<file path="src/rtl/usb2_tx_pkg.sv">
// rtl/usb2_tx_pkg.sv - shared types and constants for the USB2 HS transmit serializer
//
// Purpose: state encoding and line-level constants used by the serializer top
//          and its NRZI/bit-stuffing sub-module.
// Contents:
//   tx_state_e           - packet phase: IDLE, SYNC, DATA, EOP
//   EOP_PATTERN          - HS end-of-packet data bits, sent LSB-first
//   J_LEVEL              - idle line level
//   SYNC_LEN_DEFAULT     - default SYNC length in bits
//   STUFF_LIMIT_DEFAULT  - default run of data ones that forces a stuffed zero

package usb2_tx_pkg;

  typedef enum logic [1:0] {
    ST_IDLE = 2'd0,
    ST_SYNC = 2'd1,
    ST_DATA = 2'd2,
    ST_EOP  = 2'd3
  } tx_state_e;

  localparam logic [7:0] EOP_PATTERN         = 8'hFE;
  localparam logic       J_LEVEL             = 1'b1;
  localparam int         SYNC_LEN_DEFAULT    = 32;
  localparam int         STUFF_LIMIT_DEFAULT = 6;

endpackage

</file>
<file path="src/rtl/usb2_tx_nrzi_stuffer.sv">
// rtl/usb2_tx_nrzi_stuffer.sv - NRZI encoder with bit-stuff tracking and line register
//
// Purpose: turns one data bit per cycle into the registered NRZI line level and
//          decides when a stuffed zero must replace the next data bit.
// Ports:
//   clock     in  bit-rate clock
//   reset     in  synchronous active-high reset
//   bit_in    in  data bit offered this cycle
//   stuff_en  in  this bit takes part in stuffing (updates the ones count and
//                 may be replaced by a stuffed zero)
//   hold      in  no line bit this cycle: park the line at J, clear the count
//   stall     out ones count has reached the limit; with stuff_en high this
//                 cycle emits a stuffed zero and bit_in is not consumed
//   tx_data   out registered NRZI line bit (1 = J)

module usb2_tx_nrzi_stuffer
  import usb2_tx_pkg::*;
#(
  parameter int STUFF_LIMIT = STUFF_LIMIT_DEFAULT
) (
  input  logic clock,
  input  logic reset,
  input  logic bit_in,
  input  logic stuff_en,
  input  logic hold,
  output logic stall,
  output logic tx_data
);

  localparam int CW = $clog2(STUFF_LIMIT + 1);

  logic [CW-1:0] ones_cnt;

  assign stall = (ones_cnt == CW'(STUFF_LIMIT));

  always_ff @(posedge clock) begin
    if (reset) begin
      tx_data  <= J_LEVEL;
      ones_cnt <= '0;
    end else if (hold) begin
      tx_data  <= J_LEVEL;
      ones_cnt <= '0;
    end else if (stuff_en && stall) begin
      // Stuffed zero: NRZI toggle, run broken.
      tx_data  <= ~tx_data;
      ones_cnt <= '0;
    end else begin
      if (!bit_in) begin
        tx_data <= ~tx_data;
      end
      // EOP bits are sent with stuff_en low so they leave the count alone.
      if (stuff_en) begin
        ones_cnt <= bit_in ? (ones_cnt + CW'(1)) : '0;
      end
    end
  end

endmodule

</file>
<file path="src/rtl/usb2_tx_serializer.sv">
// rtl/usb2_tx_serializer.sv - USB2 high-speed transmit bit engine
//
// Purpose: takes packet bytes over a valid/ready handshake, emits SYNC, the
//          bytes LSB-first with bit stuffing, NRZI encoding and the HS EOP,
//          one line bit per clock.
// Ports:
//   clock      in   bit-rate clock
//   reset      in   synchronous active-high reset
//   tx_valid   in   link layer has a byte; low at a byte request ends the packet
//   data_in    in   packet byte, taken on the edge ending a tx_ready cycle
//   tx_ready   out  byte request/consume strobe, one cycle wide
//   tx_data    out  registered NRZI line bit (1 = J)
//   tx_enable  out  registered line-driver enable

module usb2_tx_serializer
  import usb2_tx_pkg::*;
#(
  parameter int SYNC_LEN    = SYNC_LEN_DEFAULT,
  parameter int STUFF_LIMIT = STUFF_LIMIT_DEFAULT
) (
  input  logic       clock,
  input  logic       reset,
  input  logic       tx_valid,
  input  logic [7:0] data_in,
  output logic       tx_ready,
  output logic       tx_data,
  output logic       tx_enable
);

  localparam int             SCW       = $clog2(SYNC_LEN);
  localparam logic [SCW-1:0] SYNC_LAST = SCW'(SYNC_LEN - 1);

  tx_state_e      state, state_d;
  logic [SCW-1:0] sync_cnt, sync_cnt_d;
  logic [2:0]     bit_cnt, bit_cnt_d;
  logic [7:0]     shift_q, shift_d;
  logic           line_bit;
  logic           stuff_en;
  logic           hold;
  logic           stall;
  logic           stuffing;
  logic           ready_raw;
  logic           tx_enable_q;

  // The ones count is cleared in IDLE, so a stall can only be pending once a
  // packet is under way. In EOP it is the stuff owed by the final data bit.
  assign stuffing = stall && (state != ST_IDLE);

  always_ff @(posedge clock) begin
    if (reset) begin
      state       <= ST_IDLE;
      sync_cnt    <= '0;
      bit_cnt     <= '0;
      shift_q     <= '0;
      tx_enable_q <= 1'b0;
    end else begin
      state       <= state_d;
      sync_cnt    <= sync_cnt_d;
      bit_cnt     <= bit_cnt_d;
      shift_q     <= shift_d;
      tx_enable_q <= ~hold;
    end
  end

  always_comb begin
    state_d    = state;
    sync_cnt_d = sync_cnt;
    bit_cnt_d  = bit_cnt;
    shift_d    = shift_q;
    line_bit   = 1'b0;
    stuff_en   = 1'b0;
    hold       = 1'b0;
    ready_raw  = 1'b0;
    unique case (state)
      ST_IDLE: begin
        if (tx_valid) begin
          // SYNC bit 0 goes out on the same edge that leaves IDLE.
          stuff_en   = 1'b1;
          state_d    = ST_SYNC;
          sync_cnt_d = SCW'(1);
        end else begin
          hold = 1'b1;
        end
      end
      ST_SYNC: begin
        stuff_en = 1'b1;
        line_bit = (sync_cnt == SYNC_LAST);
        if (!stuffing) begin
          if (sync_cnt == SYNC_LAST) begin
            ready_raw = 1'b1;
            bit_cnt_d = '0;
            if (tx_valid) begin
              shift_d = data_in;
              state_d = ST_DATA;
            end else begin
              state_d = ST_EOP;
            end
          end else begin
            sync_cnt_d = sync_cnt + SCW'(1);
          end
        end
      end
      ST_DATA: begin
        stuff_en = 1'b1;
        line_bit = shift_q[0];
        if (!stuffing) begin
          if (bit_cnt == 3'd7) begin
            ready_raw = 1'b1;
            bit_cnt_d = '0;
            if (tx_valid) begin
              shift_d = data_in;
            end else begin
              shift_d = '0;
              state_d = ST_EOP;
            end
          end else begin
            shift_d   = {1'b0, shift_q[7:1]};
            bit_cnt_d = bit_cnt + 3'd1;
          end
        end
      end
      ST_EOP: begin
        stuff_en = stall;
        line_bit = EOP_PATTERN[bit_cnt];
        if (!stuffing) begin
          bit_cnt_d = bit_cnt + 3'd1;
          if (bit_cnt == 3'd7) begin
            state_d = ST_IDLE;
          end
        end
      end
      default: begin
        state_d = ST_IDLE;
      end
    endcase
  end

  usb2_tx_nrzi_stuffer #(
    .STUFF_LIMIT(STUFF_LIMIT)
  ) u_nrzi_stuffer (
    .clock   (clock),
    .reset   (reset),
    .bit_in  (line_bit),
    .stuff_en(stuff_en),
    .hold    (hold),
    .stall   (stall),
    .tx_data (tx_data)
  );

  // Masked during reset so a request cannot be seen on the edge that aborts.
  assign tx_ready  = ready_raw & ~reset;
  assign tx_enable = tx_enable_q;

endmodule
</file>
<file path="config.mk">
export PLATFORM = sky130hd
export DESIGN_NAME = usb2_tx_serializer
export DESIGN_NICKNAME = d
export VERILOG_FILES = /design/src/rtl/usb2_tx_pkg.sv /design/src/rtl/usb2_tx_nrzi_stuffer.sv /design/src/rtl/usb2_tx_serializer.sv
export SDC_FILE = /design/constraint.sdc
export NUM_CORES = 1
export LEC_CHECK = 0
export CAP_MARGIN = 20
export CELL_PAD_IN_SITES_DETAIL_PLACEMENT = 0
export CELL_PAD_IN_SITES_GLOBAL_PLACEMENT = 2
export CORE_ASPECT_RATIO = 1.75
export CORE_MARGIN = 3
export CORE_UTILIZATION = 31
export CTS_BUF_LIST = sky130_fd_sc_hd__clkbuf_16
export DETAILED_ROUTE_END_ITERATION = 12
export PLACE_DENSITY = 0.75
export SLEW_MARGIN = 20
export SYNTH_ARGS = -nofsm -noshare
export SYNTH_HDL_FRONTEND = slang
export SYNTH_HIERARCHICAL = 1
export SYNTH_SLANG_ARGS = --single-unit
</file>
<file path="constraint.sdc">
create_clock -name clock -period 2.13 [get_ports clock]
set_clock_uncertainty 0.15 [all_clocks]
set_input_delay 0.639 -clock clock [delete_from_list [all_inputs] [get_ports clock]]
set_output_delay 0.639 -clock clock [all_outputs]
set_load 0.02 [all_outputs]
</file>
==> results.txt, run 1 <==
----------------------------------------------------
[Status]
  Outcome ... finished, violations left
  Violated checks ... negative setup slack

[Floorplan]
  Full die area ... roughly 5600 sq um
  Number of ports placed on the die boundary ... 14
  Die Ht ... just under 100 microns
  Placement row count ... 32
  Starting density of the core ... between 30% and 40%
  Overall die width ... around 58 microns
  Floorplan Core Area ... roughly 4500 sq um

[Worst setup path]
  Worst setup path category ... reg2out
  Required time at the worst-slack endpoint ... between 1 and 1.5 ns
  Sort of element at the end of the critical path ... primary output
  Signal arrival time at the worst endpoint ... 1.56 ns
  CP Launch Type ... register
  CP Max Fanout ... 2
  CP Cell Sequence ... inv_2 > ha_4 > and2_4 > nor2b_4 > nor4b_4 > buf_4
  Top Family by Delay on Critical Path ... simple AND/OR/NAND/NOR gates
  Critical path buffer and inverter count ... 2
  Delay of the slowest critical-path stage ... roughly 0.34 ns
  Highest-delay cell along the critical path ... dfxtp_2

[Layout]
  Layout cells sized above 1 ... a little over a third
  Number of nets in the layout ... 229
  Filler cell count in the final layout ... between 400 and 500
  Most used cells in the layout excluding fill and tap cells ... buf_4 (34), dfxtp_1 (19), a21oi_1 (13), clkdlybuf4s50_1 (11)
  Final non-filler cell total ... ~260
  Most common cell after layout, fill and taps aside ... buf_4
  Diodes inserted ... 0
  Growth of design area from synthesis to finish ... 44.2%
  Final core occ ... a little under half

[STA]
  Top achievable clock speed ... 426 MHz
  Measured slew at the worst slew-check pin ... approximately 0.34 ns
  RSZ-0062 raised after global routing ... true
  Worst setup slack after layout ... -0.218 ns
  Endpoints failing setup ... 1
  Final setup TNS ... -0.218 ns
  Share of the clock period used by the worst path ... 110%
  Count of final hold-check violations ... 0
  Worst slew margin relative to its limit ... about 77%
  Clock period minus worst slack ... ~2.3 ns
  Max-slew violation total from the final report ... 0

[Detailed routing]
  Avg WL per Cell ... between 15 and 20 microns
  Count of nets left with antenna violations after detail routing ... 0
  Via-to-Cell Ratio ... 5.52
  Via total after detailed routing ... between 1000 and 1500
  DR WL met2 ... 2.29 mm
  Final wirelength ... slightly above 4 mm
  Detailed route wirelength on metal3 ... about 120 microns
  Detailed-routing iteration count for the pre-antenna-repair pass ... 4
  Initial detailed-routing violation count ... 34
  Top routing layer used ... met4
  Met1 routed wirelength after detailed routing ... ~1.6 mm
  DRC errors left ... 0

[Power]
  Leakage Power ... slightly below 0.9 nW
  VDD IR-drop max ... 574 uV
  Power per cell area ... between 1000 and 1500 nW/um^2
  Cell internal pwr ... 1.50 mW
  Switching power ... 1.01 mW
  Power, Total ... 2.51 mW
  Part of the power in combinational logic ... between 50% and 60%
  Switching portion of total power ... about two fifths
  Power share of the sequential group ... around a quarter
  Proportion of power drawn by the clock network ... between 10% and 20%

[Clocking]
  Clk Tree Root Cell ... clkbuf_16
  Clock transition at the register clock pins on the worst setup and hold paths after CTS ... 0.06 ns
  Total clock sinks ... 24
  Hold Buf Count CTS ... 0
  Number of clock buffers inserted by TritonCTS ... 3
  # H-tree levels ... 1
  Maximum buffer depth of the clock tree ... 2
  TritonCTS clock tree ... done
  Worst-Skew Late Latency ... 0.26 ns

[Placement]
  Number of buffers inserted by port buffering ... 13
  Pre-CTS worst setup slack ... -0.727 ns
  Routability congestion estimate from global placement ... approximately 0.84
  Number of placed instances, taps included ... around 250
  DP HPWL ... around 3 mm

[Synthesis]
  Syn Area/Cell ... between 8 and 9 sq um
  Post-synth EDFFs ... 0
  Async SR Flop Fraction ... 0%
  Number of different library cells in the post-synthesis netlist ... 52
  Synthesized flop and latch total ... 24
  Number of standard cells after synthesis ... ~160
  Ranking of synthesized cells by area ... dfxtp_1 (33%), ha_1 (9.5%), a311oi_1 (4.8%)
  Synthesis Warnings ... 6
  Cell accounting for the most synthesized area ... dfxtp_1
  Primary FF master, synth ... dfxtp_1
  Top-area cell type share of the netlist area ... around a third
  Syn_nets ... about 180
  Sequential cell area fraction in the yosys report ... around a third
  Synth Cell Area ... between 1000 and 1500 sq um

[Job]
  Max-cap violations ... 0

[Global routing]
  Number of global-route vias before repair ... ~1500
  First-pass GRT wire length ... about 6.9 mm
  Overall overflow remaining after global route ... 0
  Number of antenna violations at the first check in global routing ... 0
  Global router's overall resource usage ... ~16%
  Largest net degree at the start of global routing ... 25

[Worst hold path]
  Hold WC Path Type ... reg2reg

----------------------------------------------------
-- registers in the layout, indices dropped and copies added (netlist names), named ones only --
register	count
bit_cnt	3
state	2
u_nrzi_stuffer/ones_cnt	3
tx_enable	1
u_nrzi_stuffer/tx_data	1
sync_cnt	5
shift_q	8
-- layout make-up --
type	count	area [sq um]	area share, %
clock inverters	1	3.75	0.179
well taps	51	63.8	3.05
flip-flops and latches	24	487	23.2
clock buffers	3	75.1	3.58
repair buffers	49	420	20.1
multi-input cells	121	1010	48.4
inverters	8	30.0	1.43
-- logic make-up after synthesis --
group	share of synthesized area [%]
compound gates	29.7
simple gates	19.0
flops	33.1
buf+inv	5.51
fa+ha+maj	9.47
mux	3.27
-- stage by stage --
stage                     instance area, sq um  hold slack [ns]
after global placement                    1910            0.347
after detailed placement                  1910            0.350
final                                     2090            0.368
after floorplan                           1500            0.297
after CTS                                 2030            0.365
after global routing                      2090            0.388
-- routing by layer --
metal / vias up / global-route usage, %
li1: 705 / -
met1: 671 / 16.1
met2: 34 / 31.8
met3: 9 / 1.73
met4: 0 / 7.35
met5: - / 0
-- Yosys cell counts (3+ instances only) --
| cell type | count |
|---|---|
| dfxtp_1 | 24 |
| a21oi_1 | 13 |
| ha_1 | 11 |
| nor2_1 | 9 |
| a22oi_1 | 8 |
| a311oi_1 | 8 |
| inv_1 | 8 |
| nand2_1 | 6 |
| nand3_1 | 6 |
| clkbuf_1 | 4 |
| nor2b_1 | 4 |
| nor3_1 | 4 |
| a21o_1 | 3 |
| and3_1 | 3 |
| nand2b_1 | 3 |
| o21ai_0 | 3 |
-- worst paths after layout --
check	start	end	slack, ns	cells after the start
worst min register to register	sync_cnt[4]	sync_cnt[4]	0.37	2
worst min-delay path	sync_cnt[4]	sync_cnt[4]	0.37	2
worst max-delay path	u_nrzi_stuffer/ones_cnt[0]	tx_ready	-0.22	6
worst max register to register	state[0]	sync_cnt[2]	0.02	7
-- worst register-to-register path, stage by stage, from the launching register on --
cell	delay, ns
dfxtp_2	0.34
inv_1	0.08
ha_1	0.25
buf_4	0.18
or3b_4	0.42
a21oi_4	0.19
o21ai_2	0.10
mux2_4	0.29
-- power by group through the flow --
| stage | Clock (mW) | Combinational (mW) | Sequential, mW |
|---|---|---|---|
| 5_1_grt | 0.445 | 1.64 | 0.616 |
| 3_5_place_dp | 0 | 1.39 | 0.606 |
| 3_3_place_gp | 0 | 1.35 | 0.600 |
| 4_1_cts | 0.425 | 1.42 | 0.603 |
| 6_report | 0.412 | 1.50 | 0.604 |
| 2_1_floorplan | 0 | 0.901 | 0.610 |
-- timing repair --
action	CTS	global route
resized for setup	15	16
setup endpoints to repair	9	13
cloned	0	0
pin swaps	7	7
setup buffers	1	0
Power figures use the tool's default switching activity.
==> inputs of run 2 (changes only) <==
Settings changed: SLEW_MARGIN 20 to unset, TNS_END_PERCENT set to 1.
==> results.txt, run 2 (synthesis results as in run 1) <==
----------------------------------------------------
[Clocking]
  Number of clock buffers inserted by TritonCTS ... 3 (unchanged)
  # H-tree levels ... 1 (unchanged)
  Total clock sinks ... 24 (unchanged)
  Maximum buffer depth of the clock tree ... 2 (unchanged)
  Worst-Skew Late Latency ... 0.26 ns (about the same)
  Clock transition at the register clock pins on the worst setup and hold paths after CTS ... 0.06 ns (about the same)
  TritonCTS clock tree ... done (unchanged)
  Clk Tree Root Cell ... clkbuf_16 (unchanged)
  Hold Buf Count CTS ... 0 (unchanged)

[Detailed routing]
  Detailed-routing iteration count for the pre-antenna-repair pass ... 5 (was 4)
  Final wirelength ... 4.07 mm (was 4.12 mm)
  Count of nets left with antenna violations after detail routing ... 0 (unchanged)
  Via-to-Cell Ratio ... 5.58 (was 5.52)
  Via total after detailed routing ... 1434 (was 1419)
  Initial detailed-routing violation count ... 43 (was 34)
  DRC errors left ... 0 (unchanged)
  Avg WL per Cell ... 15.8 microns (was 16.0 microns)

[STA]
  Final setup TNS ... -0.205 ns (was -0.218 ns)
  RSZ-0062 raised after global routing ... true (unchanged)
  Endpoints failing setup ... 1 (unchanged)
  Worst slew margin relative to its limit ... 75.2% (was 77.0%)
  Clock period minus worst slack ... 2.33 ns (was 2.35 ns)
  Share of the clock period used by the worst path ... 110% (about the same)
  Measured slew at the worst slew-check pin ... 0.371 ns (was 0.341 ns)
  Max-slew violation total from the final report ... 0 (unchanged)
  Top achievable clock speed ... 428 MHz (was 426 MHz)
  Worst setup slack after layout ... -0.205 ns (was -0.218 ns)
  Count of final hold-check violations ... 0 (unchanged)

[Worst setup path]
  Signal arrival time at the worst endpoint ... 1.55 ns (was 1.56 ns)
  Highest-delay cell along the critical path ... dfxtp_2 (unchanged)
  CP Cell Sequence ... inv_2 > ha_4 > and2_4 > nor2b_4 > nor4b_4 > buf_4 (unchanged)
  CP Launch Type ... register (unchanged)
  Sort of element at the end of the critical path ... primary output (unchanged)
  Setup slack on the worst flop-to-flop path ... 0.06 ns (was 0.02 ns)
  Delay of the slowest critical-path stage ... 0.33 ns (was 0.34 ns)
  CP Max Fanout ... 2 (unchanged)
  Critical path buffer and inverter count ... 2 (unchanged)
  Required time at the worst-slack endpoint ... 1.34 ns (about the same)
  Top Family by Delay on Critical Path ... simple AND/OR/NAND/NOR gates (unchanged)
  Worst setup path category ... reg2out (unchanged)

[Layout]
  Diodes inserted ... 0 (unchanged)
  Footprint of the multi-input gates ... 996 sq um (was 1010 sq um)
  Leading registers by flop count ... shift_q (8), sync_cnt (5) (unchanged)
  Growth of design area from synthesis to finish ... 42.9% (was 44.2%)
  Most used cells in the layout excluding fill and tap cells ... buf_4 (34), dfxtp_1 (19), a21oi_1 (13), clkdlybuf4s50_1 (11) (unchanged)
  Most common cell after layout, fill and taps aside ... buf_4 (unchanged)
  Final non-filler cell total ... 257 (unchanged)
  Filler cell count in the final layout ... 447 (unchanged)
  Flip-flop count of the largest register, all copies and words added ... 8 (unchanged)
  FF+latch area ... 487 sq um (unchanged)
  Number of nets in the layout ... 229 (unchanged)
  Layout cells sized above 1 ... 35.0% (was 35.4%)
  Largest register by flop count ... shift_q (unchanged)

[Global routing]
  Overall overflow remaining after global route ... 0 (unchanged)
  Number of antenna violations at the first check in global routing ... 0 (unchanged)
  Number of global-route vias before repair ... 1493 (was 1511)
  First-pass GRT wire length ... 6.78 mm (was 6.85 mm)
  Global router's overall resource usage ... 15.9% (was 16.0%)
  Largest net degree at the start of global routing ... 25 (unchanged)

[Floorplan]
  Floorplan Core Area ... 4480 sq um (unchanged)
  Starting density of the core ... 32.4% (unchanged)
  Die Ht ... 96.6 microns (unchanged)
  Number of ports placed on the die boundary ... 14 (unchanged)
  Full die area ... 5580 sq um (unchanged)
  Placement row count ... 32 (unchanged)
  Overall die width ... 57.7 microns (unchanged)

[Power]
  Power per cell area ... 1200 nW/um^2 (about the same)
  Leakage Power ... 0.875 nW (was 0.890 nW)
  Power, Total ... 2.49 mW (was 2.51 mW)
  VDD IR-drop max ... 576 uV (was 574 uV)

[Placement]
  Number of placed instances, taps included ... 252 (unchanged)
  Routability congestion estimate from global placement ... 0.840 (unchanged)
  Number of buffers inserted by port buffering ... 13 (unchanged)
  DP HPWL ... 3.09 mm (unchanged)

[Job]
  Max-cap violations ... 0 (unchanged)

[Status]
  Outcome ... finished, violations left (unchanged)
  Violated checks ... negative setup slack (unchanged)

[Worst hold path]
  Hold WC Path Type ... reg2reg (unchanged)

----------------------------------------------------
==> run 2: layer usage <==
| layer | wire, microns | GRT usage [%] | vias to the layer above |
|---|---|---|---|
| met2 | 2250 | 31.5 | 33 |
| li1 | - | - | 708 |
| met4 | 117 | 7.35 | 0 |
| met3 | 131 | 1.73 | 9 |
| met5 | 0 | 0 | - |
| met1 | 1580 | 16.0 | 684 |
==> run 2: per-stage QoR <==
step                      hold WS (ns)  utilization [%]  instance area [sq um]  worst slack [ns]
final                            0.368             46.3                   2080            -0.205
after global routing             0.388             46.3                   2080            -0.274
after CTS                        0.365             44.8                   2010            -0.288
after detailed placement         0.350             42.6                   1910            -0.727
after global placement           0.347             42.6                   1910            -0.758
after floorplan                  0.297                -                   1500           -0.0191
==> run 2: cell type report <==
class                   count  share of cell area (%)
multi-input cells         121                    48.0
flip-flops and latches     24                    23.4
repair buffers             49                    20.3
clock buffers               3                    3.62
well taps                  51                    3.07
inverters                   8                    1.45
clock inverters             1                   0.181
==> run 2: tightest hold or removal path, cell delays in order (launching register included) <==
cell,delay (ns)
dfxtp_1,0.34
nand3_1,0.07
a21oi_1,0.06
==> run 2: path summary, 6_finish.rpt <==
check / from / to / cells past startpoint
max: u_nrzi_stuffer/ones_cnt[0] / tx_ready / 6
min: sync_cnt[4] / sync_cnt[4] / 2
max reg2reg: state[0] / sync_cnt[2] / 7
min reg2reg: sync_cnt[4] / sync_cnt[4] / 2
==> run 2: timing repair <==
action,in CTS,in global routing
endpoints found under the hold margin,0,0
endpoints found under the setup margin,9,14
buffers inserted,0,1
gates resized for setup,12,14
pin swaps,5,4
==> run 2: power by group <==
group | switching [mW] | total [mW] | internal, mW
Sequential | 0.0575 | 0.604 | 0.547
Clock | 0.163 | 0.414 | 0.251
Combinational | 0.783 | 1.47 | 0.689
